[src/rtl/axis_byte_packer_if.sv]
// AXI-Stream bundle shared by the byte packer's input and output sides.
// The slave view exposes only what the packer reads from its upstream.
interface axis_byte_packer_if #(
    parameter int DATA_W = 8,
    parameter int KEEP_W = 1
);
    logic [DATA_W-1:0] tdata;
    logic [KEEP_W-1:0] tkeep;
    logic              tvalid;
    logic              tlast;
    logic              tready;

    modport master (
        output tdata,
        output tkeep,
        output tvalid,
        output tlast,
        input  tready
    );

    modport slave (
        input  tdata,
        input  tvalid,
        input  tlast,
        output tready
    );
endinterface

[src/rtl/axis_byte_packer.sv]
// Packs a byte-wide AXI-Stream into little-endian words of RATIO bytes.
// A packet tail shorter than RATIO bytes is flushed on tlast as a partial
// word with a contiguous keep mask. The output side is fully registered and
// the input stays ready whenever the output register is empty or draining,
// so one byte per cycle is sustained while the sink is ready.
module axis_byte_packer #(
    parameter int IN_W  = 8,
    parameter int RATIO = 4
) (
    input  logic                aclk,
    input  logic                aresetn,
    axis_byte_packer_if.slave   s_axis,
    axis_byte_packer_if.master  m_axis
);
    localparam int IDX_W = $clog2(RATIO);
    localparam int OUT_W = IN_W * RATIO;

    logic [OUT_W-1:0] asm_q, asm_d;
    logic [RATIO-1:0] keep_q, keep_d;
    logic [IDX_W-1:0] idx_q, idx_d;

    logic [OUT_W-1:0] out_data_q, out_data_d;
    logic [RATIO-1:0] out_keep_q, out_keep_d;
    logic             out_valid_q, out_valid_d;
    logic             out_last_q, out_last_d;

    logic             s_ready;
    logic             s_fire;
    logic             m_fire;
    logic             complete;
    logic [OUT_W-1:0] asm_word;
    logic [RATIO-1:0] keep_word;

    assign s_ready          = ~out_valid_q | m_axis.tready;
    assign s_axis.tready    = s_ready;
    assign m_axis.tdata     = out_data_q;
    assign m_axis.tkeep     = out_keep_q;
    assign m_axis.tvalid    = out_valid_q;
    assign m_axis.tlast     = out_last_q;

    // Handshakes and the assembly word as it would look with the incoming byte merged in
    always_comb begin
        s_fire   = s_axis.tvalid & s_ready;
        m_fire   = out_valid_q & m_axis.tready;
        asm_word = asm_q;
        asm_word[idx_q*IN_W +: IN_W] = s_axis.tdata;
        keep_word = keep_q | (RATIO'(1) << idx_q);
        complete  = s_fire & ((idx_q == IDX_W'(RATIO - 1)) | s_axis.tlast);
    end

    // Next-state: accumulate bytes, hand a finished word to the output register, drain on m_fire
    always_comb begin
        asm_d       = asm_q;
        keep_d      = keep_q;
        idx_d       = idx_q;
        out_data_d  = out_data_q;
        out_keep_d  = out_keep_q;
        out_valid_d = out_valid_q;
        out_last_d  = out_last_q;

        if (m_fire) begin
            out_valid_d = 1'b0;
        end

        if (s_fire) begin
            if (complete) begin
                out_data_d  = asm_word;
                out_keep_d  = keep_word;
                out_last_d  = s_axis.tlast;
                out_valid_d = 1'b1;
                asm_d       = '0;
                keep_d      = '0;
                idx_d       = '0;
            end else begin
                asm_d  = asm_word;
                keep_d = keep_word;
                idx_d  = idx_q + IDX_W'(1);
            end
        end
    end

    // State registers; reset discards any partial word and empties the output
    always_ff @(posedge aclk or negedge aresetn) begin
        if (!aresetn) begin
            asm_q       <= '0;
            keep_q      <= '0;
            idx_q       <= '0;
            out_data_q  <= '0;
            out_keep_q  <= '0;
            out_valid_q <= 1'b0;
            out_last_q  <= 1'b0;
        end else begin
            asm_q       <= asm_d;
            keep_q      <= keep_d;
            idx_q       <= idx_d;
            out_data_q  <= out_data_d;
            out_keep_q  <= out_keep_d;
            out_valid_q <= out_valid_d;
            out_last_q  <= out_last_d;
        end
    end
endmodule

[src/flat_wrapper.sv]
// flat-port wrapper written by rule: the top's interface ports become plain ports
module axis_byte_packer_flat 
#(
    parameter int IN_W  = 8,
    parameter int RATIO = 4
)
  (aclk, aresetn, s_axis_tdata, s_axis_tvalid, s_axis_tlast, s_axis_tready, m_axis_tdata, m_axis_tkeep, m_axis_tvalid, m_axis_tlast, m_axis_tready);
  axis_byte_packer_if #(.DATA_W(8), .KEEP_W(1)) s_axis_i ();
  axis_byte_packer_if #(.DATA_W(32), .KEEP_W(4)) m_axis_i ();
  input  logic aclk;
  input  logic aresetn;
  input wire logic [$bits(s_axis_i.tdata)-1:0] s_axis_tdata;
  input wire logic [$bits(s_axis_i.tvalid)-1:0] s_axis_tvalid;
  input wire logic [$bits(s_axis_i.tlast)-1:0] s_axis_tlast;
  output wire logic [$bits(s_axis_i.tready)-1:0] s_axis_tready;
  output wire logic [$bits(m_axis_i.tdata)-1:0] m_axis_tdata;
  output wire logic [$bits(m_axis_i.tkeep)-1:0] m_axis_tkeep;
  output wire logic [$bits(m_axis_i.tvalid)-1:0] m_axis_tvalid;
  output wire logic [$bits(m_axis_i.tlast)-1:0] m_axis_tlast;
  input wire logic [$bits(m_axis_i.tready)-1:0] m_axis_tready;
  assign s_axis_i.tdata = s_axis_tdata;
  assign s_axis_i.tvalid = s_axis_tvalid;
  assign s_axis_i.tlast = s_axis_tlast;
  assign s_axis_tready = s_axis_i.tready;
  assign m_axis_tdata = m_axis_i.tdata;
  assign m_axis_tkeep = m_axis_i.tkeep;
  assign m_axis_tvalid = m_axis_i.tvalid;
  assign m_axis_tlast = m_axis_i.tlast;
  assign m_axis_i.tready = m_axis_tready;
  axis_byte_packer #(.IN_W(IN_W), .RATIO(RATIO)) u_core (.aclk(aclk), .aresetn(aresetn), .s_axis(s_axis_i), .m_axis(m_axis_i));
endmodule
[config.mk]
export PLATFORM = sky130hd
export DESIGN_NAME = axis_byte_packer_flat
export DESIGN_NICKNAME = d
export VERILOG_FILES = /design/src/rtl/axis_byte_packer_if.sv /design/src/rtl/axis_byte_packer.sv /design/src/flat_wrapper.sv
export SDC_FILE = /design/constraint.sdc
export NUM_CORES = 1
export LEC_CHECK = 0
export ABC_AREA = 1
export CORE_ASPECT_RATIO = 1.75
export CORE_UTILIZATION = 58
export DETAILED_ROUTE_END_ITERATION = 10
export PLACE_DENSITY = 0.91
export SYNTH_ARGS = -nofsm -noshare
export SYNTH_HDL_FRONTEND = slang
export SYNTH_SLANG_ARGS = --single-unit
[constraint.sdc]
create_clock -name aclk -period 3.8 [get_ports aclk]
set_input_delay 1.14 -clock aclk [delete_from_list [all_inputs] [get_ports aclk]]
set_output_delay 1.14 -clock aclk [all_outputs]
set_load 0.02 [all_outputs]
==> out/results.tsv, run 1 <==
metric	value	unit
synth.avg_cell_area	7.64	sq um
setup_tns	0	ns
finalSetupViolations	0	
slew_violations	0	
hpwlAfterDp	5280	microns
final_nets	536	
wl_per_cell	12.9	microns
fill_cells	464	
drive_above_1_share	5.97	%
finalHoldViolations	0	
crit_family	buffers and inverters	
die_area	6450	sq um
clock.fmax	284	MHz
crit_slowest_cell	clkdlybuf4s50_1	
worstMarginPinSlew	0.930	ns
layout_commonest_cell	nand2_1	
reg2reg_to	u_core.m_axis.tdata[13]	
worstPathCellList	clkdlybuf4s50_1 > inv_2 > nand2_1 > clkdlybuf4s50_1	
clock_skew	0.00685	ns
cts_tree	built	
root_buffer	clkbuf_8	
endpoint	s_axis_tready	
grt_use_total	27.9	%
antenna_found_initial	0	
viasPerCell	5.12	
cpPeakStageDelay	0.62	ns
grt_setup_unrepaired	false	
r2r_start	u_core.idx_q[0]	
ys_warn_count	0	
cts.sinks	76	
grt_pass1_vias	3068	
seq_area_frac_synth	53.6	%
drc	0	
endpoint_kind	output port	
cts_buffers	9	
finalWorstPathRequiredPeriod	3.52	ns
first_pass_iters	5	
num_rows	37	
drv_cap	0	
drt-total-wl	7730	microns
min_path_type	flip-flop to flip-flop	
mostFrequentLayoutCells	290 x nand2_1, 76 x dfrtp_1, 50 x clkdlybuf4s50_1	
hold_ws	0.477	ns
path_depth	4	
htreeDepth	3	
ff2ff_setup_slack	1.55	ns
layout_worst_path_cycle_share	92.6	%
power_leakage	2.39	nW
gp_congestion	0.881	
port_buffers	51	
post_cts_buffers	0	
crit_top_cell	clkdlybuf4s50_1	
cp.required	2.66	ns
grt_max_degree	77	
ios	52	
start_kind	input pin	
syn_to_final_growth	19.7	%
peakVddDrop	0.410	mV
synth_seq_cells	76	
syn-num-nets	486	
synthTopCellsByArea	dfrtp_1 54%, nand2_1 31%, ha_1 2.8%, inv_1 1.6%, nor2_1 1.6%	
power_density	453	nW/um^2
multi_input_area	1470	sq um
grt_pass1_wl	13300	microns
status	finished clean	
place_inst	582	
core	5880	sq um
holdBufCountCts	0	
path_buf_inv	3	
cts_max_path_buffers	2	
path_clk_slew	0.07	ns
cp-startpoint	m_axis_tready	
finalNonFillerCells	597	
start_util	60.4	%
yosysUniqueCellTypes	20	
post-synth-top-area-cell	dfrtp_1	
finalPower	1.93	mW
die_w	61.1	microns
die_y	106	microns
ff2ff_path_depth	9	
critical_path_arrival	2.38	ns
vias	3058	
fin_area	4250	sq um
path_class	input pin to output port	
clk_latency	0.36	ns
place_area	4100	sq um
cp_max_fo	3	
num_antenna_cells	0	
ff_latch_area	1900	sq um
yosysTopAreaCellShare	53.6	%
max_slew_margin	38.0	%
synth_area	3550	sq um
drt_iter0_markers	155	
ant_nets	0	
cts_resized	0	
grt-ovfl-total	0	
syn_inst	465	
synth_stat cells:
cell and count:
nand2_1 290, dfrtp_1 76, inv_1 15, nor2_1 15, nand3_1 9, buf_2 8, ha_1 8, nand4_1 8
buf_4 6, inv_2 5, nor2_2 5, o21ai_0 4, clkinv_1 3, nand2_2 3, nor3_1 3, o21ai_1 3
a21oi_4 1, clkbuf_1 1, nor2_4 1, o22ai_1 1
worst min path at each step:
stage,startpoint,cells after the start,to,slack [ns]
2_1_floorplan,u_core.keep_q[3],2,u_core.keep_q[3],0.43
3_3_place_gp,u_core.keep_q[3],2,u_core.keep_q[3],0.44
3_5_place_dp,u_core.keep_q[3],2,u_core.keep_q[3],0.46
4_1_cts,u_core.keep_q[3],2,u_core.keep_q[3],0.48
5_1_grt,u_core.asm_q[6],2,u_core.asm_q[6],0.50
6_report,u_core.m_axis.tlast,2,u_core.m_axis.tlast,0.48
flip-flops by register name, summed over array words and instances, names as in the netlist:
register,count
u_core.idx_q,2
u_core.m_axis.tlast,1
u_core.keep_q,4
u_core.asm_q,32
u_core.m_axis.tdata,32
u_core.m_axis.tkeep,4
u_core.m_axis.tvalid,1
stage by stage:
step                      worst slack (ns)  utilization, %
after floorplan                       1.30               -
final                                0.283            72.3
after global routing                 0.250            72.3
after detailed placement             0.278            69.7
after CTS                            0.277            72.3
after global placement               0.291            69.7
cell type report:
class                   count  share of cell area (%)
well taps                  78                    2.30
clock inverters             3                   0.353
clock buffers              12                    3.18
flip-flops and latches     76                    44.7
multi-input cells         351                    34.7
inverters                  23                    2.03
repair buffers             54                    12.7
per-layer routing:
layer	vias to the layer above	routed length, microns	global-route usage, %
met4	0	216	13.8
met1	1468	3200	33.5
met2	64	4060	45.8
met5	-	0	0
li1	1509	-	-
met3	17	255	5.64
cell families (layout without fill, tap and decap cells):
| family | Yosys count | after routing | share of synthesized area (%) |
|---|---|---|---|
| AND/OR/NAND/NOR | 334 | 334 | 37.1 |
| flip-flops | 76 | 76 | 53.6 |
| buffers and inverters | 38 | 92 | 4.93 |
| AO/OA/AOI/OAI | 9 | 9 | 1.62 |
| adder cells (fa/ha/maj) | 8 | 8 | 2.82 |
tightest hold or removal path, stage by stage, from the launching register on:
cell     delay [ns]
dfrtp_1        0.35
nand2_1        0.05
nand2_1        0.05
power breakdown:
group          internal, mW  switching, mW
Clock                 0.231          0.276
Sequential            0.878         0.0481
Combinational         0.172          0.322
Note: power is estimated with default switching activity, not from simulation.
==> run 2: changes to the inputs <==
- GPL_ROUTABILITY_DRIVEN: not set -> 0
==> out/results.tsv, run 2 (same netlist as run 1, synthesis figures left out) <==
metric	value	unit
status	finished clean	
clock.fmax	283	MHz
path_clk_slew	0.07	ns
cp_max_fo	3	
path_class	input pin to output port	
grt_setup_unrepaired	false	
cts_resized	0	
syn_to_final_growth	21.3	%
final_nets	537	
ios	52	
cp.required	2.66	ns
clock_skew	0.00485	ns
worstMarginPinSlew	0.733	ns
die_area	6450	sq um
drive_above_1_share	6.53	%
grt_pass1_vias	3089	
crit_slowest_cell	clkdlybuf4s50_1	
start_util	60.4	%
first_pass_iters	5	
hpwlAfterDp	5500	microns
finalSetupViolations	0	
clk_latency	0.35	ns
peakVddDrop	0.311	mV
die_y	106	microns
ant_nets	0	
critical_path_arrival	2.39	ns
htreeDepth	3	
path_buf_inv	3	
fill_cells	421	
power_density	471	nW/um^2
antenna_found_initial	0	
worstHoldStart	u_core.m_axis.tdata[23]	
grt_use_total	28.8	%
grt_max_degree	43	
layout_commonest_cell	nand2_1	
num_rows	37	
finalHoldViolations	0	
drt_iter0_markers	186	
ff_latch_area	1900	sq um
finalNonFillerCells	599	
slew_violations	0	
vias	3090	
mostFrequentLayoutCells	290 x nand2_1, 76 x dfrtp_1, 50 x clkdlybuf4s50_1	
crit_family	buffers and inverters	
core	5880	sq um
cts_tree	built	
wl_per_cell	13.2	microns
grt-ovfl-total	0	
crit_top_cell	clkdlybuf4s50_1	
r2r_start	u_core.idx_q[0]	
drc	0	
setup_tns	0	ns
grt_pass1_wl	13700	microns
finalPower	2.03	mW
cpPeakStageDelay	0.62	ns
max_slew_margin	51.0	%
root_buffer	clkbuf_8	
worstPathCellList	clkdlybuf4s50_1 > inv_2 > nand2_1 > clkdlybuf4s50_1	
num_antenna_cells	0	
cts_max_path_buffers	2	
endpoint_kind	output port	
finalWorstPathRequiredPeriod	3.53	ns
start_kind	input pin	
die_w	61.1	microns
cts.sinks	76	
post_cts_buffers	0	
multi_input_area	1470	sq um
port_buffers	51	
layout_worst_path_cycle_share	92.9	%
cts_buffers	9	
drv_cap	0	
viasPerCell	5.16	
holdBufCountCts	0	
drt-total-wl	7890	microns
min_path_type	flip-flop to flip-flop	
power_leakage	2.42	nW
cp-startpoint	m_axis_tready	
place_inst	583	
==> run 2: changes by cell type in the layout (fill, tap and decap cells not counted) <==
cell,before,now
clkbuf_8,9,14
clkinv_2,3,0
buf_4,2,3
clkbuf_1,3,2
==> run 2: through the flow <==
step | instance area, sq um | hold slack [ns] | worst slack [ns] | util [%]
floorplan | 3550 | 0.431 | 1.30 | -
global placement | 4110 | 0.445 | 0.290 | 69.9
detailed placement | 4110 | 0.461 | 0.265 | 69.9
CTS | 4310 | 0.479 | 0.261 | 73.3
global route | 4310 | 0.500 | 0.241 | 73.3
finish | 4310 | 0.478 | 0.270 | 73.3
==> run 2: worst register-to-register path, stage by stage (launching register included) <==
cell      delay, ns
dfrtp_1        0.55
inv_2          0.25
ha_1           0.41
clkinv_1       0.36
nand2_1        0.16
nor2_2         0.08
nand2_1        0.10
nand2_1        0.08
nand2_1        0.07
nand2_1        0.06
==> run 2: where the power goes <==
part	total, mW	internal [mW]	switching, mW
Clock	0.599	0.327	0.271
Sequential	0.929	0.879	0.0507
Combinational	0.500	0.173	0.327
==> run 2: layout make-up <==
cell class / count / area share, %
flip-flops and latches: 76 / 44.1
clock buffers: 16 / 4.65
repair buffers: 55 / 12.7
inverters: 23 / 2.00
well taps: 78 / 2.27
multi-input cells: 351 / 34.2
==> run 2: routing by layer <==
metal	wire [microns]	GRT usage, %	up-vias
met2	4160	46.1	96
met3	325	6.01	24
met1	3130	34.5	1459
met5	0	0	-
li1	-	-	1511
met4	273	16.6	0
==> run 2: path summary, 6_finish.rpt <==
| path | to | slack (ns) | depth (start not counted) |
|---|---|---|---|
| setup / recovery | s_axis_tready | 0.27 | 4 |
| hold / removal | u_core.m_axis.tdata[23] | 0.48 | 2 |
| setup reg to reg | u_core.asm_q[14] | 1.55 | 9 |
| hold reg to reg | u_core.m_axis.tdata[23] | 0.48 | 2 |
| max in group asynchronous | u_core.asm_q[23] | 2.27 | 2 |
| min in group asynchronous | u_core.m_axis.tkeep[2] | 0.77 | 1 |
==> run 3: changes to the inputs <==
- CORE_UTILIZATION: 58 -> 60
- CTS_BUF_LIST: not set -> sky130_fd_sc_hd__clkbuf_8
- PLACE_DENSITY: 0.91 -> 0.94
==> out/results.tsv, run 3 (same netlist as run 1, synthesis figures left out) <==
metric	value	unit
layout_commonest_cell	nand2_1	
viasPerCell	5.27	
clk_latency	0.35	ns
wl_per_cell	13.5	microns
cp.required	2.66	ns
root_buffer	clkbuf_8	
place_area	4110	sq um
port_buffers	51	
die_area	6240	sq um
drive_above_1_share	6.36	%
final_nets	536	
layout_worst_path_cycle_share	92.7	%
die_y	104	microns
mostFrequentLayoutCells	290 x nand2_1, 76 x dfrtp_1, 50 x clkdlybuf4s50_1	
finalSetupViolations	0	
ios	52	
drc	0	
clock_skew	0.00748	ns
path_class	input pin to output port	
hpwlAfterDp	5480	microns
worstMarginPinSlew	0.849	ns
cts_tree	built	
finalWorstPathRequiredPeriod	3.52	ns
cts_resized	0	
max_slew_margin	43.4	%
critical_path_arrival	2.38	ns
grt_max_degree	43	
peakVddDrop	0.373	mV
multi_input_area	1470	sq um
endpoint_kind	output port	
syn_to_final_growth	21.0	%
finalHoldViolations	0	
cts_max_path_buffers	2	
cts.sinks	76	
crit_top_cell	clkdlybuf4s50_1	
fill_cells	402	
place_inst	580	
die_w	60.2	microns
drt-total-wl	8050	microns
core	5630	sq um
start_kind	input pin	
antenna_found_initial	0	
vias	3135	
grt-ovfl-total	0	
path_buf_inv	3	
grt_use_total	29.9	%
holdBufCountCts	0	
clock.fmax	284	MHz
path_clk_slew	0.07	ns
finalNonFillerCells	595	
num_rows	36	
start_util	63.1	%
status	finished clean	
crit_family	buffers and inverters	
worstPathCellList	clkdlybuf4s50_1 > inv_2 > nand2_1 > clkdlybuf4s50_1	
post_cts_buffers	0	
grt_pass1_vias	3131	
cp_max_fo	3	
cts_buffers	9	
post-route-util	76.3	%
fin_area	4300	sq um
drt_iter0_markers	145	
drv_cap	0	
crit_slowest_cell	clkdlybuf4s50_1	
slew_violations	0	
cpPeakStageDelay	0.62	ns
grt_pass1_wl	14000	microns
power_leakage	2.42	nW
min_path_type	flip-flop to flip-flop	
first_pass_iters	4	
power_density	468	nW/um^2
ff_latch_area	1900	sq um
ant_nets	0	
setup_tns	0	ns
num_antenna_cells	0	
htreeDepth	3	
grt_setup_unrepaired	false	
[run 3: cell count changes in the layout (fill, tap and decap cells not counted)]
cell	before	now
clkbuf_8	14	13
clkinv_2	0	1
buf_4	3	1
clkbuf_1	2	0
inv_1	15	16
buf_12	1	2
[run 3: layout make-up]
type,instances,share of cell area [%]
clock buffers,13,4.16
multi-input cells,351,34.3
well taps,76,2.21
flip-flops and latches,76,44.3
inverters,23,2.01
clock inverters,2,0.204
repair buffers,54,12.9
[run 3: per-layer routing]
| layer | GRT usage (%) | up-vias | part of all wire [%] |
|---|---|---|---|
| li1 | - | 1515 | - |
| met1 | 37.7 | 1457 | 39 |
| met2 | 45.4 | 126 | 51 |
| met3 | 7.62 | 37 | 6.2 |
| met4 | 16.9 | 0 | 3.9 |
| met5 | 0 | - | 0 |
[run 3: per-stage QoR]
stage / worst slack, ns / hold slack [ns] / power (mW)
CTS: 0.279 / 0.483 / 2.02
finish: 0.277 / 0.476 / 2.01
floorplan: 1.30 / 0.431 / 1.25
detailed placement: 0.281 / 0.464 / 1.44
global placement: 0.291 / 0.446 / 1.42
global route: 0.240 / 0.498 / 2.11
[run 3: worst min-delay path, cell delays in order (launching register included)]
cell and delay, ns:
dfrtp_1 0.34, nand2_1 0.05, nand2_1 0.05
[run 3: worst paths after layout]
path	endpoint	cells after the start	slack (ns)	start
worst max-delay path	s_axis_tready	4	0.28	m_axis_tready
worst min-delay path	u_core.m_axis.tdata[28]	2	0.48	u_core.m_axis.tdata[28]
worst max register to register	u_core.asm_q[13]	9	1.59	u_core.idx_q[0]
worst min register to register	u_core.m_axis.tdata[28]	2	0.48	u_core.m_axis.tdata[28]
max in group asynchronous	u_core.m_axis.tdata[15]	2	2.21	aresetn
min in group asynchronous	u_core.keep_q[2]	1	0.89	aresetn
[run 3: where the power goes]
group | internal, mW | switching (mW)
registers | 0.879 | 0.0523
clock network | 0.302 | 0.278
logic | 0.174 | 0.329
total | 1.35 | 0.659
